File: config.mk
export PLATFORM = sky130hd
export DESIGN_NAME = reg_oper_seq
export DESIGN_NICKNAME = d
export VERILOG_FILES = /design/src/rtl/reg_oper_pkg.sv /design/src/rtl/reg_oper_cmd_fifo.sv /design/src/rtl/reg_oper_seq.sv
export SDC_FILE = /design/constraint.sdc
export NUM_CORES = 1
export LEC_CHECK = 0
export ABC_AREA = 1
export BUFFER_PORTS_ARGS = -buffer_cell sky130_fd_sc_hd__buf_2
export CAP_MARGIN = 10
export CORE_MARGIN = 2
export CORE_UTILIZATION = 47
export DETAILED_ROUTE_END_ITERATION = 16
export PLACE_DENSITY_LB_ADDON = 0.12
export SLEW_MARGIN = 20
export SYNTH_ARGS = -nofsm -noshare
export SYNTH_HDL_FRONTEND = slang
export SYNTH_SLANG_ARGS = --single-unit
File: constraint.sdc
create_clock -name clk -period 4.2 [get_ports clk]
set_clock_uncertainty 0.15 [all_clocks]
set_input_delay 0 -clock clk [delete_from_list [all_inputs] [get_ports clk]]
set_output_delay 0 -clock clk [all_outputs]
set_load 0.02 [all_outputs]
File: src/rtl/reg_oper_pkg.sv
// Shared types and defaults for the register-operations command sequencer.
// Holds the default datapath widths, the idle drive values, the command
// record layout {sel, data, rep} and the sequencer state enum.
// Optional feature macro used by the top level: REG_OPER_SEQ_ABORT_EN.
package reg_oper_pkg;

   localparam int DEF_WIDTH = 4;
   localparam int DEF_SEL_W = 2;
   localparam int DEF_CNT_W = 3;
   localparam int DEF_DEPTH = 4;

   localparam logic [DEF_SEL_W-1:0] DEF_IDLE_SEL = 2'b00;
   localparam logic [DEF_WIDTH-1:0] DEF_IDLE_IN  = 4'b0000;

   typedef struct packed {
      logic [DEF_SEL_W-1:0] sel;
      logic [DEF_WIDTH-1:0] data;
      logic [DEF_CNT_W-1:0] rep;
   } cmd_t;

   typedef enum logic {
      IDLE = 1'b0,
      RUN  = 1'b1
   } state_t;

endpackage

File: src/rtl/reg_oper_cmd_fifo.sv
// Synchronous command FIFO for the register-operations sequencer.
// Ports:
//   clk, reset    clock and synchronous active-high clear (empties the FIFO)
//   push, wdata   write one entry (ignored when full)
//   pop, rdata    remove the head entry; rdata always shows the current head
//   full, empty   status flags
//   count         number of entries held
// DEPTH must be a power of two (at least 2) so the pointers wrap naturally.
module reg_oper_cmd_fifo #(
   parameter int DEPTH = 4,
   parameter int DW    = 9
) (
   input  logic                       clk,
   input  logic                       reset,
   input  logic                       push,
   input  logic                       pop,
   input  logic [DW-1:0]              wdata,
   output logic [DW-1:0]              rdata,
   output logic                       full,
   output logic                       empty,
   output logic [$clog2(DEPTH+1)-1:0] count
);

   localparam int PW = $clog2(DEPTH);
   localparam int CW = $clog2(DEPTH+1);

   logic [DW-1:0] mem [DEPTH];
   logic [PW-1:0] wr_ptr;
   logic [PW-1:0] rd_ptr;
   logic          do_push;
   logic          do_pop;

   assign full    = (count == CW'(DEPTH));
   assign empty   = (count == '0);
   assign do_push = push && !full;
   assign do_pop  = pop && !empty;
   assign rdata   = mem[rd_ptr];

   always_ff @(posedge clk) begin
      if (reset) begin
         wr_ptr <= '0;
         rd_ptr <= '0;
         count  <= '0;
      end else begin
         if (do_push) wr_ptr <= wr_ptr + PW'(1);
         if (do_pop)  rd_ptr <= rd_ptr + PW'(1);
         case ({do_push, do_pop})
            2'b10:   count <= count + CW'(1);
            2'b01:   count <= count - CW'(1);
            default: count <= count;
         endcase
      end
   end

   // Storage is not cleared on reset; the pointers define validity.
   always_ff @(posedge clk) begin
      if (do_push) mem[wr_ptr] <= wdata;
   end

endmodule

File: src/rtl/reg_oper_seq.sv
// Command sequencer for the 4-bit register-operations datapath.
// Commands {sel, data, rep} are accepted over a valid/ready handshake into a
// small FIFO, then driven onto reg_s/reg_in for rep+1 consecutive cycles each,
// back-to-back with no idle cycle between queued commands.
// Ports:
//   clk, reset            clock, synchronous active-high reset
//   cmd_valid/cmd_ready   command handshake (ready low while reset is high)
//   cmd_sel/data/rep      command fields
//   reg_s, reg_in         registered drive to the register
//   busy                  high while a command is being driven
//   done                  pulse in the last drive cycle of each command
//   fifo_count            entries waiting in the FIFO
//   abort                 only with REG_OPER_SEQ_ABORT_EN: flush and go idle
//
// state | meaning
// IDLE  | no command active, idle values on reg_s/reg_in
// RUN   | driving a command; rem_q counts remaining extra cycles
module reg_oper_seq
   import reg_oper_pkg::*;
#(
   parameter int               WIDTH    = DEF_WIDTH,
   parameter int               SEL_W    = DEF_SEL_W,
   parameter int               DEPTH    = DEF_DEPTH,
   parameter int               CNT_W    = DEF_CNT_W,
   parameter logic [SEL_W-1:0] IDLE_SEL = DEF_IDLE_SEL,
   parameter logic [WIDTH-1:0] IDLE_IN  = DEF_IDLE_IN
) (
   input  logic                       clk,
   input  logic                       reset,
`ifdef REG_OPER_SEQ_ABORT_EN
   input  logic                       abort,
`endif
   input  logic                       cmd_valid,
   output logic                       cmd_ready,
   input  logic [SEL_W-1:0]           cmd_sel,
   input  logic [WIDTH-1:0]           cmd_data,
   input  logic [CNT_W-1:0]           cmd_rep,
   output logic [SEL_W-1:0]           reg_s,
   output logic [WIDTH-1:0]           reg_in,
   output logic                       busy,
   output logic                       done,
   output logic [$clog2(DEPTH+1)-1:0] fifo_count
);

   localparam int ENT_W = SEL_W + WIDTH + CNT_W;

   state_t           state_q, state_d;
   logic [CNT_W-1:0] rem_q, rem_d;
   logic [SEL_W-1:0] s_d;
   logic [WIDTH-1:0] in_d;

   logic             push, pop, full, empty, flush;
   logic [ENT_W-1:0] wr_ent, rd_ent;
   logic [SEL_W-1:0] head_sel;
   logic [WIDTH-1:0] head_data;
   logic [CNT_W-1:0] head_rep;

   assign cmd_ready = !full && !reset;

`ifdef REG_OPER_SEQ_ABORT_EN
   assign flush = reset || abort;
   assign push  = cmd_valid && cmd_ready && !abort;
`else
   assign flush = reset;
   assign push  = cmd_valid && cmd_ready;
`endif

   assign wr_ent = {cmd_sel, cmd_data, cmd_rep};
   assign {head_sel, head_data, head_rep} = rd_ent;

   assign busy = (state_q == RUN);
   assign done = busy && (rem_q == '0);

   reg_oper_cmd_fifo #(
      .DEPTH (DEPTH),
      .DW    (ENT_W)
   ) u_fifo (
      .clk   (clk),
      .reset (flush),
      .push  (push),
      .pop   (pop),
      .wdata (wr_ent),
      .rdata (rd_ent),
      .full  (full),
      .empty (empty),
      .count (fifo_count)
   );

   always_comb begin
      state_d = state_q;
      rem_d   = rem_q;
      s_d     = reg_s;
      in_d    = reg_in;
      pop     = 1'b0;
      case (state_q)
         IDLE: begin
            if (!empty) begin
               pop     = 1'b1;
               state_d = RUN;
               s_d     = head_sel;
               in_d    = head_data;
               rem_d   = head_rep;
            end
         end
         RUN: begin
            if (rem_q != '0) begin
               rem_d = rem_q - CNT_W'(1);
            end else if (!empty) begin
               // chain straight into the next command, no idle cycle
               pop   = 1'b1;
               s_d   = head_sel;
               in_d  = head_data;
               rem_d = head_rep;
            end else begin
               state_d = IDLE;
               s_d     = IDLE_SEL;
               in_d    = IDLE_IN;
            end
         end
         default: begin
            state_d = IDLE;
            s_d     = IDLE_SEL;
            in_d    = IDLE_IN;
         end
      endcase
`ifdef REG_OPER_SEQ_ABORT_EN
      if (abort) begin
         pop     = 1'b0;
         state_d = IDLE;
         rem_d   = '0;
         s_d     = IDLE_SEL;
         in_d    = IDLE_IN;
      end
`endif
   end

   always_ff @(posedge clk) begin
      if (reset) begin
         state_q <= IDLE;
         rem_q   <= '0;
         reg_s   <= IDLE_SEL;
         reg_in  <= IDLE_IN;
      end else begin
         state_q <= state_d;
         rem_q   <= rem_d;
         reg_s   <= s_d;
         reg_in  <= in_d;
      end
   end

endmodule

==> results of run 1 <==
[path summary, 6_finish.rpt]
check,endpoint,slack (ns)
hold / removal,u_fifo.mem[3][6]$_DFFE_PP_,0.30
setup reg to reg,u_fifo.count[2]$_SDFFE_PP0P_,1.86
hold reg to reg,reg_s[0]$_SDFFE_PP0P_,0.35
setup / recovery,u_fifo.count[2]$_SDFFE_PP0P_,1.86
[placed cells by master, fill, tap and decap left out]
cell	n
nand2_1	61
edfxtp_1	36
inv_1	24
buf_2	23
dfxtp_1	19
a21oi_1	16
nand3_1	15
nor2_1	15
o21ai_0	12
dlygate4sd3_1	11
inv_2	7
ha_1	7
o21ai_1	6
clkbuf_8	5
nand2_4	3
nand3_2	2
a21oi_2	2
a31oi_1	1
nand2_2	1
xor2_1	1
or2_0	1
fa_1	1
clkbuf_1	1
inv_6	1
bufinv_16	1
[metal layers]
metal / global-route usage, % / routed length, um
met5: 0 / 0
met4: 4.76 / 47
met3: 3.21 / 107
met2: 27.4 / 2120
met1: 23.7 / 2030
[sequential cells by signal, summed over array words and instances (netlist names), named ones only]
name and flops:
u_fifo.rd_ptr 2, u_fifo.wr_ptr 2, u_fifo.mem 36, u_fifo.count 3, reg_in 4, reg_s 2, busy 1, rem_q 3
[per-stage QoR]
stage	setup WS [ns]	hold slack, ns	std cells	power (mW)
floorplan	2.13	-0.0876	237	1.33
global placement	1.98	0.0661	320	1.46
detailed placement	1.89	0.0736	320	1.47
CTS	1.86	0.294	339	1.82
global route	1.67	0.300	339	1.94
finish	1.86	0.296	339	1.80
[area by class of cell]
cell class                 count  area, sq um
tap                           67         83.8
multi-input combinational    144          737
clock buffer                   6         72.6
sequential                    55         1460
inverter                      31          116
timing repair buffer          34          225
clock inverter                 2         38.8
fill                         446         2050
[power by group]
part	total (mW)	switching (mW)	internal, mW
combinational	0.690	0.452	0.238
sequential	0.769	0.0991	0.670
clock	0.343	0.163	0.180
[logic make-up after synthesis]
kind of cell	count (synthesis)	share of synthesized area, %
buffers and inverters	38	7.23
AO/OA/AOI/OAI	37	8.18
AND/OR/NAND/NOR	98	18.0
adder cells (fa/ha/maj)	8	4.54
flip-flops	55	61.7
XOR/XNOR	1	0.370
[timing repair]
action / CTS / global route
endpoints found under the setup margin: 0 / 0
gates resized for setup: 0 / 0
endpoints found under the hold margin: 50 / 0
hold buffers: 11 / 0
==> qor.log, run 1 <==
[power] ratio of total power to cell area 659 nW/um^2
[placement] area post-placement 2510 sq um
[logic_synthesis] cell taking the most area after synthesis edfxtp_1
[power] reported leakage power 1.15 nW
[worst_setup_path] CP max-delay cell fa_1
[final_layout] antenna diode count 0
[logic_synthesis] area share of the leading cell type in the synthesized netlist 45.6%
[final_layout] Final Util 57.2%
[status] run status completed
[worst_setup_path] cell class contributing the biggest share of worst-path delay adder cells
[die] Core Box Area 4790 sq um
[worst_setup_path] sum of buffers and inverters on the critical path 3
[timing] highest clock rate 0.427 GHz
[timing] final worst path period need 2.34 ns
[global_routing] vias in the first global route 1,480
[clock_tree] clock sink count 55
[worst_setup_path] CP Cell Sequence inv_1 -> ha_1 -> nand2_4 -> nand2_4 -> nand2_4 -> inv_2 -> ha_1 -> inv_1 -> fa_1 -> nor2_1 -> nor2_1 -> nand2_1 -> o21ai_0 -> a21oi_1
[worst_setup_path] data required time of the critical path 4.28 ns
[logic_synthesis] number of synthesized register bits 55
[die] io pins 24
[worst_setup_path] startpoint kind of the worst setup timing path flop
[logic_synthesis] Mapped Avg Cell Area 10.0 sq um
[logic_synthesis] Synthesized Nets 257
[global_routing] grt total ovfl 0
[worst_setup_path] Crit Path Max Fanout 12
[worst_setup_path] maximum cell stage delay along the critical path 0.37 ns
[final_layout] fraction of layout cells with a size suffix above 1 16.5%
[clock_tree] maximum level of the CTS H-tree 2
[logic_synthesis] cell with the most instances after synthesis nand2_1
[placement] HPWL reported at the end of detailed placement 2900 um
[route] final wirelength 4300 um
[timing] RSZ-0062 raised after global routing false
[global_routing] wire length of the first global-routing pass 6990 um
[placement] gp weighted congestion 0.762
[logic_synthesis] number of different library cells in the post-synthesis netlist 23
[global_routing] pin count of the biggest net entering global routing 22
[worst_setup_path] most used cell, CP nand2_4
[timing] Final Hold Viols 0
[die] Die Width 75.0 um
[logic_synthesis] Seq/Total Area, Yosys 61.7%
[flow_run] number of maximum-capacitance constraint violations 0
[die] vertical die dimension 75.0 um
[worst_setup_path] CP Depth 14
[die] number of rows in the core area 25
[power] Max VDD drop 296 uV
[timing] max_slew headroom 32.2%
[clock_tree] CTS Buf Count 5
[min_path] worst hold path cell count 2
[clock_tree] clock-pin slew on the worst setup and hold paths 0.09 ns
[route] WL/cell 12.7 um
[worst_setup_path] startpoint-to-endpoint class of the critical path reg2reg
[clock_tree] Max Root-Sink Buffers 2
[timing] measured slew at the worst slew-check pin 1.01 ns
[timing] final clock period utilization by the worst path 55.7%
[logic_synthesis] most numerous cell types in the synthesized netlist nand2_1, edfxtp_1, inv_1
[logic_synthesis] synth warn 0
[global_routing] number of antenna violations at the first check in global routing 0
[route] via density per instance 4.76
[timing] total of endpoints with negative setup slack in the final report 0
[global_routing] total routing resource utilization after global routing 17.0%
[worst_setup_path] source of the critical timing path rem_q[0]$_SDFF_PP0_
[min_path] Hold Crit Start cmd_data[3]
[route] remaining routing DRC violations 0
[clock_tree] cell at the root of the clock tree clkbuf_8
[logic_synthesis] top cells by area, synth edfxtp_1, dfxtp_1, nand2_1, inv_1, ha_1
[route] Initial DRT Pass Iterations 4
[route] Antenna Nets Post-Route 0
[die] full die area 5630 sq um
[final_layout] area added between synthesis and finish 15.4%
[min_path] path type of the worst min-delay path in2reg
[worst_setup_path] number of cells on the worst reg-to-reg path 14
[worst_setup_path] arrival time of data at the critical path endpoint 2.42 ns
[die] initial standard-cell utilization of the core 49.5%
[clock_tree] setup bufs post-CTS 0
[worst_setup_path] Critical Path End Type flop
[route] Detailed Route Iter0 Violations 96
[logic_synthesis] fraction of registers with async set or reset after synthesis 0%
[timing] aggregate negative setup slack 0 ns
[final_layout] net count reported at finish 291
[timing] max-slew violation total from the final report 0
[route] total via count after detailed routing 1,613
[logic_synthesis] summed instance area of the synthesized netlist 2370 sq um
[worst_setup_path] startpoint of the lowest-slack register-to-register path rem_q[0]$_SDFF_PP0_
[logic_synthesis] post-synthesis cell count 237
[logic_synthesis] Most used DFF post-synth edfxtp_1
[clock_tree] latest clock arrival within the worst-skew pair 0.29 ns
[placement] buffers added on ports 23
[clock_tree] TritonCTS clock tree built
[logic_synthesis] count of flip-flops with a built-in enable after synthesis 36
[final_layout] post-route design area 2740 sq um
Note: power is estimated with default switching activity, not from simulation.
==> inputs of run 2 (changes only) <==
- ABC_AREA: 1 -> 0
- clock period: 4.2 -> 2.1 ns (I/O delays scaled with it)
==> qor.log, run 2 <==
[status] run status finished with violations
[status] violations in the final reports hold timing, setup timing
[final_layout] max FFs per register 36 [unchanged]
[timing] measured slew at the worst slew-check pin 0.463 ns [-0.550 ns]
[final_layout] commonest non-fill, non-tap cells in the layout edfxtp_1, buf_2, dfxtp_1, nor2_1, inv_1
[timing] Min Hold Slack -0.00654 ns [-0.303 ns]
[placement] area post-placement 2450 sq um [-2.4%]
[route] final wirelength 3740 um [-13%]
[final_layout] antenna diode count 0 [unchanged]
[worst_setup_path] capture point of the worst reg-to-reg path u_fifo.count[2]$_SDFFE_PP0P_
[logic_synthesis] count of flip-flops with a built-in enable after synthesis 36 [unchanged]
[clock_tree] TritonCTS clock tree built
[power] Max VDD drop 528 uV [+79%]
[die] io pins 24 [unchanged]
[final_layout] post-route design area 2630 sq um [-3.7%]
[final_layout] filler cell count in the final layout 395 [-11%]
[worst_setup_path] data required time of the critical path 2.19 ns [-2.09 ns]
[power] ratio of total power to cell area 1270 nW/um^2 [+92%]
[route] Initial DRT Pass Iterations 4 [unchanged]
[final_layout] top flop regs u_fifo.mem (36), reg_in (4)
[logic_synthesis] Synthesized Nets 167 [-35%]
[logic_synthesis] Mapped Avg Cell Area 15.1 sq um [+51%]
[global_routing] number of antenna violations at the first check in global routing 0 [unchanged]
[placement] HPWL reported at the end of detailed placement 2480 um [-14%]
[timing] Final Hold Viols 1 [+1]
[worst_setup_path] Critical Path End Type flop
[logic_synthesis] top cells by area, synth edfxtp_1, dfxtp_1, mux4_2, ha_1, nor2_1
[clock_tree] clock-pin slew on the worst setup and hold paths 0.10 ns [about the same]
[die] full die area 5300 sq um [-5.7%]
[global_routing] pin count of the biggest net entering global routing 20 [-9.1%]
[global_routing] vias in the first global route 1,250 [-16%]
[timing] total of endpoints with negative setup slack in the final report 1 [+1]
[timing] max-slew violation total from the final report 0 [unchanged]
[clock_tree] Max Root-Sink Buffers 2 [unchanged]
[worst_setup_path] arrival time of data at the critical path endpoint 2.25 ns [-0.17 ns]
[clock_tree] cell at the root of the clock tree clkbuf_8
[placement] post-placement setup slack -0.0349 ns [-1.93 ns]
[logic_synthesis] synth warn 0 [unchanged]
[timing] RSZ-0062 raised after global routing true
[final_layout] register area 1470 sq um [+0.26%]
[global_routing] total routing resource utilization after global routing 15.5% [-1.5 points]
[die] vertical die dimension 72.8 um [-2.9%]
[min_path] worst hold path cell count 3 [+1]
[final_layout] area of the multi-input gates 706 sq um [-4.2%]
[placement] gp weighted congestion 0.844 [+11%]
[worst_setup_path] startpoint-to-endpoint class of the critical path reg2reg
[die] Die Width 72.8 um [-2.9%]
[worst_setup_path] CP Cell Sequence inv_2 -> ha_1 -> nand2b_1 -> a21oi_4 -> ha_4 -> inv_1 -> fa_2 -> xor2_1 -> or3_1 -> a21oi_2
[min_path] Hold Crit Start reset
[power] Final Total Pwr 3.34 mW [+85%]
[logic_synthesis] cell with the most instances after synthesis edfxtp_1
[final_layout] fraction of layout cells with a size suffix above 1 34.6% [+18 points]
[logic_synthesis] area share of the leading cell type in the synthesized netlist 48.6% [+2.9 points]
[min_path] end point of the worst hold path u_fifo.count[2]$_SDFFE_PP0P_
[placement] buffers added on ports 23 [unchanged]
[logic_synthesis] fraction of registers with async set or reset after synthesis 0% [unchanged]
[worst_setup_path] cell class contributing the biggest share of worst-path delay adder cells
[final_layout] area added between synthesis and finish 18.3%
[route] remaining routing DRC violations 0 [unchanged]
[logic_synthesis] summed instance area of the synthesized netlist 2230 sq um [-6.1%]
[timing] final clock period utilization by the worst path 103% [+47 points]
[global_routing] grt total ovfl 0 [unchanged]
[worst_setup_path] number of cells on the worst reg-to-reg path 10 [-4]
[clock_tree] latest clock arrival within the worst-skew pair 0.30 ns [about the same]
[worst_setup_path] Crit Path Max Fanout 3 [-9]
[final_layout] commonest non-fill, non-tap cell in the layout edfxtp_1
[route] via density per instance 5.20 [+9.3%]
[clock_tree] clock sink count 55 [unchanged]
[timing] worst path setup slack after routing -0.0557 ns [-1.92 ns]
[die] Core Box Area 4630 sq um [-3.3%]
[route] Detailed Route Iter0 Violations 54 [-44%]
[logic_synthesis] cell taking the most area after synthesis edfxtp_1
[global_routing] wire length of the first global-routing pass 5940 um [-15%]
[route] Antenna Nets Post-Route 0 [unchanged]
[worst_setup_path] startpoint kind of the worst setup timing path flop
[worst_setup_path] CP max-delay cell dfxtp_2
[final_layout] Biggest register u_fifo.mem
[logic_synthesis] post-synthesis cell count 147 [-38%]
[logic_synthesis] Seq/Total Area, Yosys 65.7% [+4.0 points]
[clock_tree] CTS Buf Count 5 [unchanged]
[die] initial standard-cell utilization of the core 48.1% [-1.4 points]
[final_layout] net count reported at finish 207 [-29%]
[timing] final worst path period need 2.16 ns [-0.184 ns]
[flow_run] number of maximum-capacitance constraint violations 0 [unchanged]
[worst_setup_path] slack of the worst reg-to-reg path -0.06 ns [-1.92 ns]
[final_layout] Final Util 56.9% [-0.26 points]
[min_path] path type of the worst min-delay path in2reg
[worst_setup_path] sum of buffers and inverters on the critical path 2 [-1]
[timing] max_slew headroom 69.1% [+37 points]
[timing] highest clock rate 0.464 GHz [+8.5%]
[worst_setup_path] startpoint of the lowest-slack register-to-register path rem_q[0]$_SDFF_PP0_
[logic_synthesis] Most used DFF post-synth edfxtp_1
[power] reported leakage power 0.965 nW [-16%]
[die] number of rows in the core area 25 [unchanged]
[worst_setup_path] maximum cell stage delay along the critical path 0.33 ns [-0.04 ns]
[logic_synthesis] number of synthesized register bits 55 [unchanged]
[route] WL/cell 15.5 um [+22%]
[clock_tree] maximum level of the CTS H-tree 2 [unchanged]
[logic_synthesis] most numerous cell types in the synthesized netlist edfxtp_1, dfxtp_1, nor2_1
[route] total via count after detailed routing 1,259 [-22%]
[logic_synthesis] number of different library cells in the post-synthesis netlist 33 [+43%]
==> run 2: how the worst max path moves through the flow <==
stage                        startpoint                      endpoint  slack [ns]  cells past startpoint
floorplan           rem_q[0]$_SDFF_PP0_  u_fifo.count[2]$_SDFFE_PP0P_       -0.13                     12
global route        rem_q[0]$_SDFF_PP0_  u_fifo.count[2]$_SDFFE_PP0P_       -0.14                     10
CTS                 rem_q[0]$_SDFF_PP0_  u_fifo.count[2]$_SDFFE_PP0P_       -0.06                     10
finish              rem_q[0]$_SDFF_PP0_  u_fifo.count[2]$_SDFFE_PP0P_       -0.06                     10
detailed placement  rem_q[0]$_SDFF_PP0_  u_fifo.count[2]$_SDFFE_PP0P_       -0.03                     10
global placement    rem_q[0]$_SDFF_PP0_  u_fifo.count[2]$_SDFFE_PP0P_        0.06                     10
==> run 2: layer usage <==
| metal | share of wire (%) | global-route usage [%] | wire, um |
|---|---|---|---|
| met1 | 45 | 19.2 | 1690 |
| met2 | 50 | 26.5 | 1890 |
| met3 | 3.7 | 4.42 | 140 |
| met4 | 0.53 | 4.53 | 20 |
| met5 | 0 | 0 | 0 |
==> run 2: layout make-up <==
cell class / instances / share of cell area, %
Sequential cell: 55 / 55.6
Clock buffer: 6 / 2.76
Multi-Input combinational cell: 73 / 26.8
Inverter: 12 / 1.71
Timing Repair Buffer: 40 / 10.1
Clock inverter: 2 / 0.475
Tap cell: 54 / 2.57
==> run 2: metrics by stage <==
step | std cells | setup TNS [ns] | hold slack [ns]
CTS | 242 | -0.0611 | 0.000689
global placement | 225 | 0 | 0.0578
finish | 242 | -0.0557 | -0.00654
floorplan | 147 | -0.127 | -0.0511
detailed placement | 225 | -0.0349 | 0.0675
global route | 242 | -0.140 | 0.0105
==> run 2: where the power goes <==
part           internal [mW]  total [mW]  switching (mW)
Combinational          0.603        1.32           0.716
Sequential              1.33        1.46           0.135
Clock                  0.234       0.556           0.322
==> run 2: logic make-up after synthesis <==
family	count (synthesis)	synth area share, %
flops	55	65.7
simple gates	28	6.46
compound gates	20	6.80
buf+inv	19	3.82
mux	11	10.1
fa+ha+maj	8	4.83
xor+xnor	6	2.36
==> run 2: worst register-to-register path, stage by stage (launching register included) <==
cell and delay [ns]:
dfxtp_2 0.33, inv_2 0.07, ha_1 0.15, nand2b_1 0.10, a21oi_4 0.17, ha_4 0.15, inv_1 0.05, fa_2 0.33
xor2_1 0.15, or3_1 0.33, a21oi_2 0.12
==> run 2: timing repair <==
action,4_1_cts,5_1_grt
setup buffers,0,0
endpoints found under the setup margin,1,1
endpoints found under the hold margin,36,0
resized for setup,0,2
hold buffers,9,0
